File: config.mk
export PLATFORM = sky130hd
export DESIGN_NAME = dragon_game_ctrl
export DESIGN_NICKNAME = d
export VERILOG_FILES = /design/src/rtl/dragon_pkg.sv /design/src/rtl/move_tick_gen.sv /design/src/rtl/dragon_game_ctrl.sv
export SDC_FILE = /design/constraint.sdc
export NUM_CORES = 1
export LEC_CHECK = 0
export BUFFER_PORTS_ARGS = -buffer_cell sky130_fd_sc_hd__buf_2
export CORE_ASPECT_RATIO = 1.5
export CORE_UTILIZATION = 30
export CTS_BUF_LIST = sky130_fd_sc_hd__clkbuf_16
export CTS_CLUSTER_DIAMETER = 80
export DETAILED_ROUTE_END_ITERATION = 6
export MAX_ROUTING_LAYER = met4
export PLACE_DENSITY = 0.5
export SETUP_SLACK_MARGIN = 0.2
export SYNTH_ARGS = -nofsm -noshare
export SYNTH_HDL_FRONTEND = slang
export SYNTH_SLANG_ARGS = --single-unit
File: constraint.sdc
create_clock -name pixel_clk -period 3.98 [get_ports pixel_clk]
set_input_delay 0.796 -clock pixel_clk [delete_from_list [all_inputs] [get_ports pixel_clk]]
set_output_delay 0.796 -clock pixel_clk [all_outputs]
set_load 0.02 [all_outputs]
File: src/rtl/dragon_pkg.sv
// Shared types for the dragon game sequencer: play states, one-hot headings
// and the reversal check used when a queued turn is applied.
package dragon_pkg;

  typedef enum logic [1:0] {
    IDLE  = 2'd0,
    RUN   = 2'd1,
    PAUSE = 2'd2,
    OVER  = 2'd3
  } state_t;

  localparam logic [3:0] DIR_NONE  = 4'b0000;
  localparam logic [3:0] DIR_UP    = 4'b0001;
  localparam logic [3:0] DIR_DOWN  = 4'b0010;
  localparam logic [3:0] DIR_LEFT  = 4'b0100;
  localparam logic [3:0] DIR_RIGHT = 4'b1000;

  function automatic logic is_reverse(input logic [3:0] a, input logic [3:0] b);
    return (a == DIR_UP    && b == DIR_DOWN)  ||
           (a == DIR_DOWN  && b == DIR_UP)    ||
           (a == DIR_LEFT  && b == DIR_RIGHT) ||
           (a == DIR_RIGHT && b == DIR_LEFT);
  endfunction

endpackage

File: src/rtl/move_tick_gen.sv
// Move-strobe timer: counts enabled cycles and flags the last cycle of each
// interval. The period is latched only at clear or wrap so a speed-up never
// cuts an interval short.
module move_tick_gen (
  input  logic        pixel_clk,
  input  logic        reset_n,
  input  logic        enable,
  input  logic        clear,
  input  logic [21:0] period,
  output logic        tick
);

  logic [21:0] cnt;
  logic [21:0] cur_period;

  assign tick = enable && (cnt == cur_period - 22'd1);

  always_ff @(posedge pixel_clk) begin
    if (!reset_n || clear || tick) begin
      cnt        <= '0;
      cur_period <= period;
    end else if (enable) begin
      cnt <= cnt + 22'd1;
    end
  end

endmodule

File: src/rtl/dragon_game_ctrl.sv
// Dragon game sequencer: play FSM, move strobe, heading arbitration, score/speed.
// IDLE: datapath held in init | RUN: moving | PAUSE: frozen | OVER: crashed, waiting for start=0
module dragon_game_ctrl
  import dragon_pkg::*;
#(
  parameter int TICK_BASE     = 2_500_000,
  parameter int TICK_MIN      = 625_000,
  parameter int TICK_STEP     = 125_000,
  parameter int SPEEDUP_EVERY = 4
) (
  input  logic       pixel_clk,
  input  logic       reset_n,
  input  logic       start,
  input  logic       pause_btn,
  input  logic       up,
  input  logic       down,
  input  logic       left,
  input  logic       right,
  input  logic       collision,
  input  logic       pear_hit,
  output logic       game_init,
  output logic       move,
  output logic [3:0] dir,
  output logic       game_over,
  output logic       paused,
  output logic [7:0] score
);

  localparam int DIV_W = (SPEEDUP_EVERY > 1) ? $clog2(SPEEDUP_EVERY) : 1;
  localparam logic [DIV_W-1:0] DIV_LAST = DIV_W'(SPEEDUP_EVERY - 1);
  localparam logic [21:0] BASE_P  = 22'(TICK_BASE);
  localparam logic [21:0] MIN_P   = 22'(TICK_MIN);
  localparam logic [21:0] STEP_P  = 22'(TICK_STEP);
  localparam logic [21:0] FLOOR_P = 22'(TICK_MIN + TICK_STEP);

  state_t           state, state_next;
  logic             pause_q, pause_rise;
  logic [3:0]       pending, btn_dir;
  logic [21:0]      speed;
  logic [DIV_W-1:0] pear_div;
  logic             tick, tick_en, score_inc;

  assign pause_rise = pause_btn && !pause_q;
  // A pause edge or crash on the terminal count suppresses that move.
  assign tick_en    = (state == RUN) && start && !collision && !pause_rise;
  assign score_inc  = (state == RUN) && start && !collision && pear_hit && (score != 8'hFF);

  move_tick_gen u_tick (
    .pixel_clk (pixel_clk),
    .reset_n   (reset_n),
    .enable    (tick_en),
    .clear     (state == IDLE),
    .period    (speed),
    .tick      (tick)
  );

  always_comb begin
    state_next = state;
    if (state != IDLE && !start) begin
      state_next = IDLE;
    end else begin
      case (state)
        IDLE:    if (start) state_next = RUN;
        RUN:     if (collision) state_next = OVER;
                 else if (pause_rise) state_next = PAUSE;
        PAUSE:   if (pause_rise) state_next = RUN;
        default: state_next = state;
      endcase
    end
  end

  always_comb begin
    btn_dir = DIR_NONE;
    if (up)         btn_dir = DIR_UP;
    else if (down)  btn_dir = DIR_DOWN;
    else if (left)  btn_dir = DIR_LEFT;
    else if (right) btn_dir = DIR_RIGHT;
  end

  always_ff @(posedge pixel_clk) begin
    if (!reset_n) begin
      state     <= IDLE;
      pause_q   <= 1'b0;
      game_init <= 1'b1;
      game_over <= 1'b0;
      paused    <= 1'b0;
      move      <= 1'b0;
      dir       <= DIR_RIGHT;
      pending   <= DIR_NONE;
      score     <= '0;
      speed     <= BASE_P;
      pear_div  <= '0;
    end else begin
      state     <= state_next;
      pause_q   <= pause_btn;
      game_init <= (state_next == IDLE);
      game_over <= (state_next == OVER);
      paused    <= (state_next == PAUSE);
      move      <= tick;
      if (state_next == IDLE) begin
        dir      <= DIR_RIGHT;
        score    <= '0;
        speed    <= BASE_P;
        pear_div <= '0;
        if (state != IDLE)
          pending <= DIR_NONE;
        else if (btn_dir != DIR_NONE)
          pending <= btn_dir;
      end else begin
        // One turn per move: the queued heading is consumed by every strobe.
        if (tick) begin
          if (pending != DIR_NONE && !is_reverse(pending, dir))
            dir <= pending;
          pending <= btn_dir;
        end else if ((state == RUN || state == IDLE) && btn_dir != DIR_NONE) begin
          pending <= btn_dir;
        end
        if (score_inc) begin
          score <= score + 8'd1;
          if (pear_div == DIV_LAST) begin
            pear_div <= '0;
            speed    <= (speed >= FLOOR_P) ? (speed - STEP_P) : MIN_P;
          end else begin
            pear_div <= pear_div + DIV_W'(1);
          end
        end
      end
    end
  end

endmodule
* After elaboration in Yosys (flattened, before gate mapping) *
Cells that the tools add are included.

word-level totals
  flip-flop bits (word level) = 91
  logic and storage cells = 89
  input port bits = 10
  output and inout bits = 16

cells by class
  order comparisons = 1
  bitwise logic cells = 1
  add/sub/neg operators = 5
  multiplexer cells = 17
  reduce and logical (&&, ||, !) cells = 36
  equal/unequal tests = 16

operators with widths
  cell                                                                                   number
  4-bit two-way mux                                                                      9
  22-bit by 1-bit adder with 22-bit output, second input constant                        1
  22-bit == test                                                                         1
  22-bit by 20-bit greater-or-equal comparator with 1-bit output, second input constant  1
  22-bit two-way mux                                                                     1
  22-bit by 1-bit subtractor with 22-bit output, second input constant                   1
  22-bit by 17-bit subtractor with 22-bit output, second input constant                  1
  1-bit logical AND                                                                      14
  2-bit two-way mux                                                                      6
  8-bit by 1-bit adder with 8-bit output, second input constant                          1
  2-bit == test, second input constant                                                   4
  4-bit by 1-bit == test with 1-bit output, second input constant                        2
  4-bit by 2-bit == test with 1-bit output, second input constant                        2
  4-bit by 3-bit == test with 1-bit output, second input constant                        2
  4-bit == test, second input constant                                                   2
  8-bit inequality test, second input constant                                           1
  4-bit nonzero test                                                                     2
  1-bit logical NOT                                                                      6
  1-bit logical OR                                                                       6
  2-bit one-hot mux with 3 select lines                                                  1
  2-bit AND reduction                                                                    3
  2-bit logical NOT                                                                      2
  3-bit by 2-bit inequality test with 1-bit output, second input constant                1
  3-bit nonzero test                                                                     1
  5 further kinds                                                                        5

* Longest topological paths before layout *
Gate-level depths: netlist of the first run.

  depth in word-level cells = 9
  gate-level depth with buffers = 10
  mapped depth without buffers = 9

* By module *
Synthesis of the first run repeated with hierarchy kept, for this count alone.

unflattened totals
  cell total of the unflattened synthesis = 478
  area, all modules = 4,654.5 µm²

by module, submodules not included
  module            cells an instance  area each (µm²)  times used  seq. area each (µm²)
  move_tick_gen     239                2,516.2          1           1,101.1
  dragon_game_ctrl  239                2,138.3          1           880.8

* Worst setup path after synthesis of the first run *
OpenSTA, ideal clock, no wires.

  kind = flip-flop to flip-flop
  start = register u_tick.cur_period[3]
  end = register u_tick.cur_period[10], enable pin
  required time = 3,637 ps
  path slack = 614 ps
  library setup time = 343 ps
  stages on the path, launching flop included = 10
  clock period less this slack = 3,366 ps
  path buffers = 0
  arrival = 3,023 ps
  cell sequence = edfxtp_1 -> inv_1 -> ha_1 -> nor4b_4 -> nand3_2 -> or4_1 -> a221o_1 -> or3b_2 -> nor4_4 -> or2_2

on the way
  word-level cells in the longest chain between the ends = 4

RTL lines
  what                                           line                 RTL
  start, declared                                move_tick_gen.sv:14  logic [21:0] cur_period;
  start signal, assigned                         move_tick_gen.sv:21  cur_period <= period;
  22-bit by 1-bit subtractor with 22-bit output  move_tick_gen.sv:16  assign tick = enable && (cnt == cur_period - 22'd1);
  22-bit == test                                 move_tick_gen.sv:16
  1-bit logical AND                              move_tick_gen.sv:16
  1-bit logical OR                               move_tick_gen.sv:19  if (!reset_n || clear || tick) begin

Every way passes these cells.
A chain may end at the register's enable or synchronous reset.

* Worst setup path in the final report of the first run *
  start = register u_tick.cur_period[3]
  end = register dir[3]

on the way
  word-level cells in the longest chain between the ends = 4

RTL lines
  what                                           line                     RTL
  22-bit by 1-bit subtractor with 22-bit output  move_tick_gen.sv:16
  22-bit == test                                 move_tick_gen.sv:16
  1-bit logical AND                              move_tick_gen.sv:16
  2-bit AND reduction (no line)                  n/a
  end signal, assigned                           dragon_game_ctrl.sv:113  dir <= pending;
  end, declared                                  dragon_game_ctrl.sv:23   output logic [3:0] dir,

Every way passes these cells.

==> results of run 1 <==
-- kinds of logic (layout without fill, tap and decap cells) --
group	Yosys count	count (layout)	share of synthesized area
flops	85	85	0.424
simple gates	232	232	0.285
mux	5	5	0.0112
xor+xnor	46	46	0.0903
buf+inv	33	59	0.0300
compound gates	97	97	0.143
fa+ha+maj	6	6	0.0168
-- cell usage in the layout (no fill, tap or decap), types with 3 or more instances in the layout --
master,Yosys,routed
a211oi_1,5,5
a21o_1,3,3
a21oi_1,27,27
a311o_1,3,3
a311oi_1,3,3
a31o_2,3,3
and2_1,6,6
and3_1,5,5
buf_2,2,25
buf_4,0,6
clkbuf_16,0,9
dfxtp_1,66,66
edfxtp_1,19,19
ha_1,6,6
inv_1,11,11
mux2i_1,5,5
nand2_1,44,44
nand2b_1,7,7
nand3_1,17,17
nand3b_1,3,3
nand4_1,15,15
nor2_1,42,42
nor2b_1,5,5
nor3_1,46,46
nor4_1,9,9
o211ai_1,3,3
o21a_1,5,5
o21ai_0,21,21
o22ai_1,4,4
o31ai_1,4,4
o41ai_1,3,3
or2_2,4,3
or3_1,6,6
or4_1,4,4
xnor2_1,24,24
xor2_1,22,22
-- repair_timing --
item / CTS / global route
setup buffers: 0 / 0
resized for setup: 0 / 1
hold buffers: 0 / 0
endpoints found under the setup margin: 0 / 19
-- synthesized netlist by cell type, types with 3 or more instances --
library cell   n
a211oi_1       5
a21o_1         3
a21oi_1       27
a311o_1        3
a311oi_1       3
a31o_2         3
and2_1         6
and3_1         5
clkbuf_1      18
dfxtp_1       66
edfxtp_1      19
ha_1           6
inv_1         11
mux2i_1        5
nand2_1       44
nand2b_1       7
nand3_1       17
nand3b_1       3
nand4_1       15
nor2_1        42
nor2b_1        5
nor3_1        46
nor4_1         9
o211ai_1       3
o21a_1         5
o21ai_0       21
o22ai_1        4
o31ai_1        4
o41ai_1        3
or2_2          4
or3_1          6
or4_1          4
xnor2_1       24
xor2_1        22
-- path summary, 6_finish.rpt --
check / from / to / slack, ns
setup reg to reg: u_tick.cur_period[3] / dir[3] / 0.52
setup / recovery: u_tick.cur_period[3] / dir[3] / 0.52
hold reg to reg: speed[21] / u_tick.cur_period[21] / 0.46
hold / removal: speed[21] / u_tick.cur_period[21] / 0.46
-- metrics by stage --
step	utilization	instance area [um^2]	std cells	setup WS, ns
floorplan	-	4460	504	0.614
global placement	0.330	4790	710	0.490
detailed placement	0.330	4790	710	0.403
CTS	0.350	5080	726	0.380
global route	0.350	5080	726	0.321
finish	0.350	5080	726	0.523
-- final cells by class --
cell class | count | area (um^2)
flip-flops and latches | 85 | 1890
fillers | 1525 | 9450
well taps | 196 | 245
repair buffers | 31 | 170
inverters | 12 | 45.0
clock buffers | 9 | 225
multi-input cells | 386 | 2440
clock inverters | 7 | 63.8
-- registers in the layout, summed over array words and instances (netlist names) --
signal and cells:
state 2, game_init 1, pause_q 1, u_tick.cur_period 19, speed 19, dir 4, u_tick.cnt 22, score 8
pear_div 2, game_over 1, paused 1, pending 4, move 1
-- critical path: stages, from the launching register on --
cell and delay [ns]:
edfxtp_1 0.44, inv_1 0.09, ha_1 0.27, nor4b_4 0.30
nand3_2 0.20, or4_1 0.52, a221o_1 0.34, or4_4 0.56
nor4_4 0.43, mux2i_1 0.23
-- power by group --
group / internal [mW] / leakage [nW] / switching (mW)
clock network: 0.439 / 0.145 / 0.382
registers: 0.889 / 0.722 / 0.0115
logic: 0.0244 / 0.793 / 0.0393
-- per-layer routing --
metal,global-route usage,vias to the layer above
met5,-,-
met4,0.0833,0
met3,0.0245,18
met2,0.275,62
met1,0.158,1783
li1,-,1898
==> results by group, run 1 <==
Run status
  – Outcome: finished, final reports clean

STA
  – Setup TNS: 0 ns
  – Tightest Pin Transition: 0.999 ns
  – # setup viols final: 0
  – F_max: 289 MHz
  – Fin crit share: 0.869
  – Fin crit period: 3.46 ns
  – Max-slew violations: 0
  – Relative slew margins: 0.334
  – Final clock skew: 0.00719 ns
  – Hold_ws: 0.463 ns
  – RSZ-0062 raised after global routing: no
  – Hold Vio Cnt, Final: 0

Routing
  – Initial DRC count: 172
  – Wire length on met1: 4350 um
  – WL per Instance: 14.9 um
  – Drt via density: 5.18
  – Met2 wire len: 5880 um
  – Drt pass-1 iters: 4
  – Met3 WL: 262 um
  – WL final: 10800 um
  – Antenna viol nets, final: 0
  – Number of remaining DRC errors: 0
  – Highest Signal Layer: met4
  – Vias: 3761

Clock tree
  – Inserted Clock Buffers: 9
  – Clock Sink Count: 85
  – Later-pin clock latency in the skew report: 0.34 ns
  – Clock buffer depth: 2
  – Root buf cell: clkbuf_16
  – H-tree Lvls: 3
  – TritonCTS clock tree: yes
  – Worst-path clk slew: 0.07 ns

Logic synthesis
  – Syn_nets: 520
  – Synth cell types: 63
  – Post-synth EDFFs: 19
  – Leading area contributor after synthesis: dfxtp_1
  – Asr flop ratio synth: 0
  – Post-synth top area share: 0.296
  – Syn_area_per_cell: 8.85 um^2
  – Yosys warns: 0
  – Register area share after synthesis: 0.424
  – #FFs+latches synth: 85
  – Top_reg_cell synth: dfxtp_1
  – Area contributors post-synth: dfxtp_1 30%, edfxtp_1 13%, nor3_1 5.2%
  – Syn Std Cell Area: 4460 um^2
  – Mapped Cells: 504

Global routing
  – First-pass GRT wire length: 17400 um
  – GRT overflow: 0
  – Largest net degree at the start of global routing: 24
  – Antenna violations before repair: 0
  – Tot GR Track Use: 0.154
  – Number of global-route vias before repair: 3454

Power and ir drop
  – Pleak: 1.66 nW
  – Power per cell area: 351 nW/um^2
  – Total power: 1.79 mW
  – Max rail drop VDD: 0.184 mV

Die
  – Rows: 54
  – # IOs: 26
  – Die height: 151 um
  – Die X: 102 um
  – Die ar.: 15400 um^2
  – Core ar.: 14500 um^2
  – Starting Density: 0.307

Min path
  – Hold Crit Depth: 0
  – Tightest Hold Check Type: flop to flop

Cells and area
  – Antenna cells: 0
  – Layout cells sized above 1: 0.121
  – Nets: 541
  – Area Growth Syn to Fin: 13.9%

Setup path
  – Req. time, crit path: 4.25 ns
  – Crit Path Max Fanout: 8
  – Crit start category: flop
  – Setup CP Type: flop to flop
  – Reg2reg path depth: 9
  – Arr. time, crit path: 3.72 ns
  – Critical Path Sink Type: flop

Placement
  – Half-perimeter wire length after placement: 8160 um
  – Port bufs: 25
  – Final GP Congestion: 0.922

Job
  – Max_cap viols: 0
Power figures use the tool's default switching activity.
==> run 2, diff against run 1 <==
SYNTH_HIERARCHICAL = 1   (was unset)
clock period = 3.5 ns   (was 3.98 ns; I/O delays follow)
==> run 2 against run 1 <==
Compared with the run above:
- wire length fell by 8.4%
- clock skew grew 0.0020 ns
- power is 20% higher
- global-route usage down 2.0 points
- non-clock buffer count rose by 6
- clock power up 19%
- design area up 6.0%
- critical path type unchanged
- largest cell class unchanged
- largest power group unchanged
==> results by group, run 2 <==
Run status
  – Outcome: finished, final reports clean (unchanged)

Cells and area
  – Antenna cells: 0 (unchanged)
  – Fill count: 1579 (was 1525)
  – Final core utilization: 0.356 (was 0.350)
  – Storage cell area: 1980 um^2 (was 1890 um^2)
  – Top flop regs: u_tick/cnt: 22 flops, u_tick/cur_period: 22 flops, speed: 19 flops (was u_tick.cnt: 22 flops, speed: 19 flops, u_tick.cur_period: 19 flops)
  – Area of the multi-input gates: 2580 um^2 (was 2440 um^2)
  – Area Growth Syn to Fin: 15.6% (was 13.9%)
  – Nets: 530 (was 541)
  – Layout cells sized above 1: 0.190 (was 0.121)
  – Commonest non-fill, non-tap cell in the layout: dfxtp_1 (unchanged)
  – Commonest cells after routing, fill and taps aside: 66 x dfxtp_1, 40 x nor2_1, 36 x xnor2_1, 35 x xor2_1, 28 x nand3_1 (was 66 x dfxtp_1, 46 x nor3_1, 44 x nand2_1, 42 x nor2_1, 27 x a21oi_1)

Logic synthesis
  – Syn_area_per_cell: 9.74 um^2 (was 8.85 um^2)
  – Count leader, synth: dfxtp_1 (unchanged)
  – Area contributors post-synth: dfxtp_1 28%, edfxtp_1 14%, xnor2_1 6.8% (was dfxtp_1 30%, edfxtp_1 13%, nor3_1 5.2%)
  – Leading area contributor after synthesis: dfxtp_1 (unchanged)
  – Synth cell types: 69 (was 63)
  – Post-synth EDFFs: 22 (was 19)
  – Mapped Cells: 478 (was 504)
  – Top_reg_cell synth: dfxtp_1 (unchanged)
  – Syn Std Cell Area: 4650 um^2 (was 4460 um^2)
  – Post-synth top area share: 0.284 (was 0.296)
  – #FFs+latches synth: 88 (was 85)
  – Register area share after synthesis: 0.426 (was 0.424)
  – Top cells by count, synth: 66 x dfxtp_1, 40 x nor2_1, 36 x xnor2_1 (was 66 x dfxtp_1, 46 x nor3_1, 44 x nand2_1)
  – Yosys warns: 6 (was 0)
  – Asr flop ratio synth: 0 (unchanged)

Power and ir drop
  – Sw frac: 0.237 (was 0.243)
  – Max rail drop VDD: 0.207 mV (was 0.184 mV)
  – NetSw: 0.507 mW (was 0.433 mW)
  – Pleak: 1.84 nW (was 1.66 nW)
  – Power per cell area: 397 nW/um^2 (was 351 nW/um^2)
  – P_int: 1.63 mW (was 1.35 mW)
  – Comb pwr share: 0.046 (was 0.036)
  – Sequential share of power: 0.498 (was 0.504)
  – Clock power frac: 0.456 (was 0.460)

Global routing
  – Largest net degree at the start of global routing: 23 (was 24)
  – Tot GR Track Use: 0.133 (was 0.154)
  – Antenna violations before repair: 0 (unchanged)
  – Number of global-route vias before repair: 3433 (was 3454)
  – First-pass GRT wire length: 16500 um (was 17400 um)
  – GRT overflow: 0 (unchanged)

Setup path
  – Worst setup path start: u_tick/cur_period[0] (was u_tick.cur_period[3])
  – Arr. time, crit path: 3.41 ns (was 3.72 ns)
  – Crit start category: flop (unchanged)
  – Worst setup path end: pending[2] (was dir[3])
  – Req. time, crit path: 3.78 ns (was 4.25 ns)
  – Reg2reg path depth: 14 (was 9)
  – Crit Path Max Fanout: 8 (unchanged)
  – Setup CP Type: flop to flop (unchanged)
  – R2R Path End: pending[2] (was dir[3])
  – R2R Setup Slk: 0.37 ns (was 0.52 ns)
  – Worst R2R Start: u_tick/cur_period[0] (was u_tick.cur_period[3])
  – Critical Path Sink Type: flop (unchanged)

Clock tree
  – Clock Sink Count: 88 (was 85)
  – TritonCTS clock tree: yes (unchanged)
  – Later-pin clock latency in the skew report: 0.35 ns (was 0.34 ns)
  – Clock buffer depth: 2 (unchanged)
  – Worst-path clk slew: 0.07 ns (about the same)
  – H-tree Lvls: 3 (unchanged)
  – Hold Buf Count CTS: 0 (unchanged)
  – Root buf cell: clkbuf_16 (unchanged)
  – Inserted Clock Buffers: 9 (unchanged)

STA
  – Setup TNS: 0 ns (unchanged)
  – Tightest Pin Transition: 0.938 ns (was 0.999 ns)
  – Fin crit period: 3.13 ns (was 3.46 ns)
  – Hold_ws: 0.496 ns (was 0.463 ns)
  – Hold Vio Cnt, Final: 0 (unchanged)
  – Max-slew violations: 0 (unchanged)
  – # setup viols final: 0 (unchanged)
  – Relative slew margins: 0.372 (was 0.334)
  – RSZ-0062 raised after global routing: no (unchanged)
  – Fin crit share: 0.895 (was 0.869)
  – F_max: 319 MHz (was 289 MHz)
  – Final clock skew: 0.00915 ns (was 0.00719 ns)

Die
  – Core ar.: 15100 um^2 (was 14500 um^2)
  – Starting Density: 0.307 (about the same)
  – Die ar.: 16000 um^2 (was 15400 um^2)
  – Die height: 155 um (was 151 um)
  – Rows: 55 (was 54)
  – Die X: 104 um (was 102 um)
  – # IOs: 26 (unchanged)

Routing
  – Initial DRC count: 77 (was 172)
  – Drt via density: 4.97 (was 5.18)
  – WL final: 9910 um (was 10800 um)
  – Number of remaining DRC errors: 0 (unchanged)
  – WL per Instance: 13.8 um (was 14.9 um)
  – Antenna viol nets, final: 0 (unchanged)
  – Vias: 3572 (was 3761)
  – Drt pass-1 iters: 4 (unchanged)

Placement
  – Half-perimeter wire length after placement: 7300 um (was 8160 um)
  – Port bufs: 25 (unchanged)
  – Final GP Congestion: 0.839 (was 0.922)

Job
  – Max_cap viols: 0 (unchanged)

Min path
  – Tightest Hold Check Type: flop to flop (unchanged)
-- run 2: layout make-up --
class,count,share of cell area
clock inverter,6,0.0102
clock buffer,10,0.0465
tap,199,0.0463
inverter,11,0.00767
sequential,88,0.368
multi-input combinational,368,0.479
timing repair buffer,37,0.0423
-- run 2: power by group through the flow --
stage               Sequential, mW  Clock, mW  Combinational, mW
floorplan                     1.09          0             0.0623
global placement              1.09          0             0.0912
detailed placement            1.09          0             0.0916
CTS                           1.07       1.01             0.0938
global route                  1.07       1.05              0.108
finish                        1.07      0.976             0.0974
-- run 2: routing by layer --
| layer | global-route usage | vias to the layer above | wire (um) |
|---|---|---|---|
| met2 | 0.237 | 42 | 5240 |
| met5 | - | - | 0 |
| li1 | - | 1797 | - |
| met4 | 0.0810 | 0 | 358 |
| met1 | 0.139 | 1708 | 4120 |
| met3 | 0.0206 | 25 | 196 |
-- run 2: repair_timing --
action,4_1_cts,5_1_grt
endpoints found under the setup margin,4,44
resized for setup,1,5
setup buffers,1,4
cloned,0,0
pin swaps,0,2
-- run 2: per-stage QoR --
stage / instance area [um^2] / setup WS, ns / std cells / total power [mW]
floorplan: 4670 / 0.211 / 480 / 1.15
global placement: 5020 / 0.174 / 698 / 1.18
detailed placement: 5020 / 0.102 / 698 / 1.18
CTS: 5330 / 0.216 / 715 / 2.17
global route: 5380 / 0.186 / 719 / 2.23
finish: 5380 / 0.366 / 719 / 2.14
-- run 2: worst min-delay path by stage --
stage / cells after the start / slack [ns] / end / startpoint
after global placement: 2 / 0.48 / speed[21] / speed[21]
after floorplan: 2 / 0.45 / speed[21] / speed[21]
final: 2 / 0.50 / pending[1] / pending[1]
after CTS: 2 / 0.50 / pending[1] / pending[1]
after global routing: 2 / 0.53 / dir[1] / pending[1]
after detailed placement: 2 / 0.49 / pending[1] / pending[1]
-- run 2: cell families (layout without fill, tap and decap cells) --
kind of cell / count (synthesis) / count (layout) / synth area share
fa+ha+maj: 5 / 5 / 0.0134
xor+xnor: 71 / 71 / 0.134
mux: 7 / 7 / 0.0151
flops: 88 / 88 / 0.426
other cells: 1 / 3 / 0.000806
buf+inv: 24 / 64 / 0.0288
compound gates: 70 / 70 / 0.111
simple gates: 212 / 212 / 0.272
-- run 2: worst max-delay path: stages, from the launching register on --
cell and delay, ns:
edfxtp_1 0.42, inv_1 0.12, ha_4 0.18, or4b_4 0.51, nor3_4 0.25, nand3_2 0.14, mux2i_1 0.16, o41a_1 0.42
and4_4 0.21, inv_2 0.08, o21ai_0 0.10, mux2i_2 0.16, buf_4 0.16, nand3_1 0.08, o21ai_0 0.07
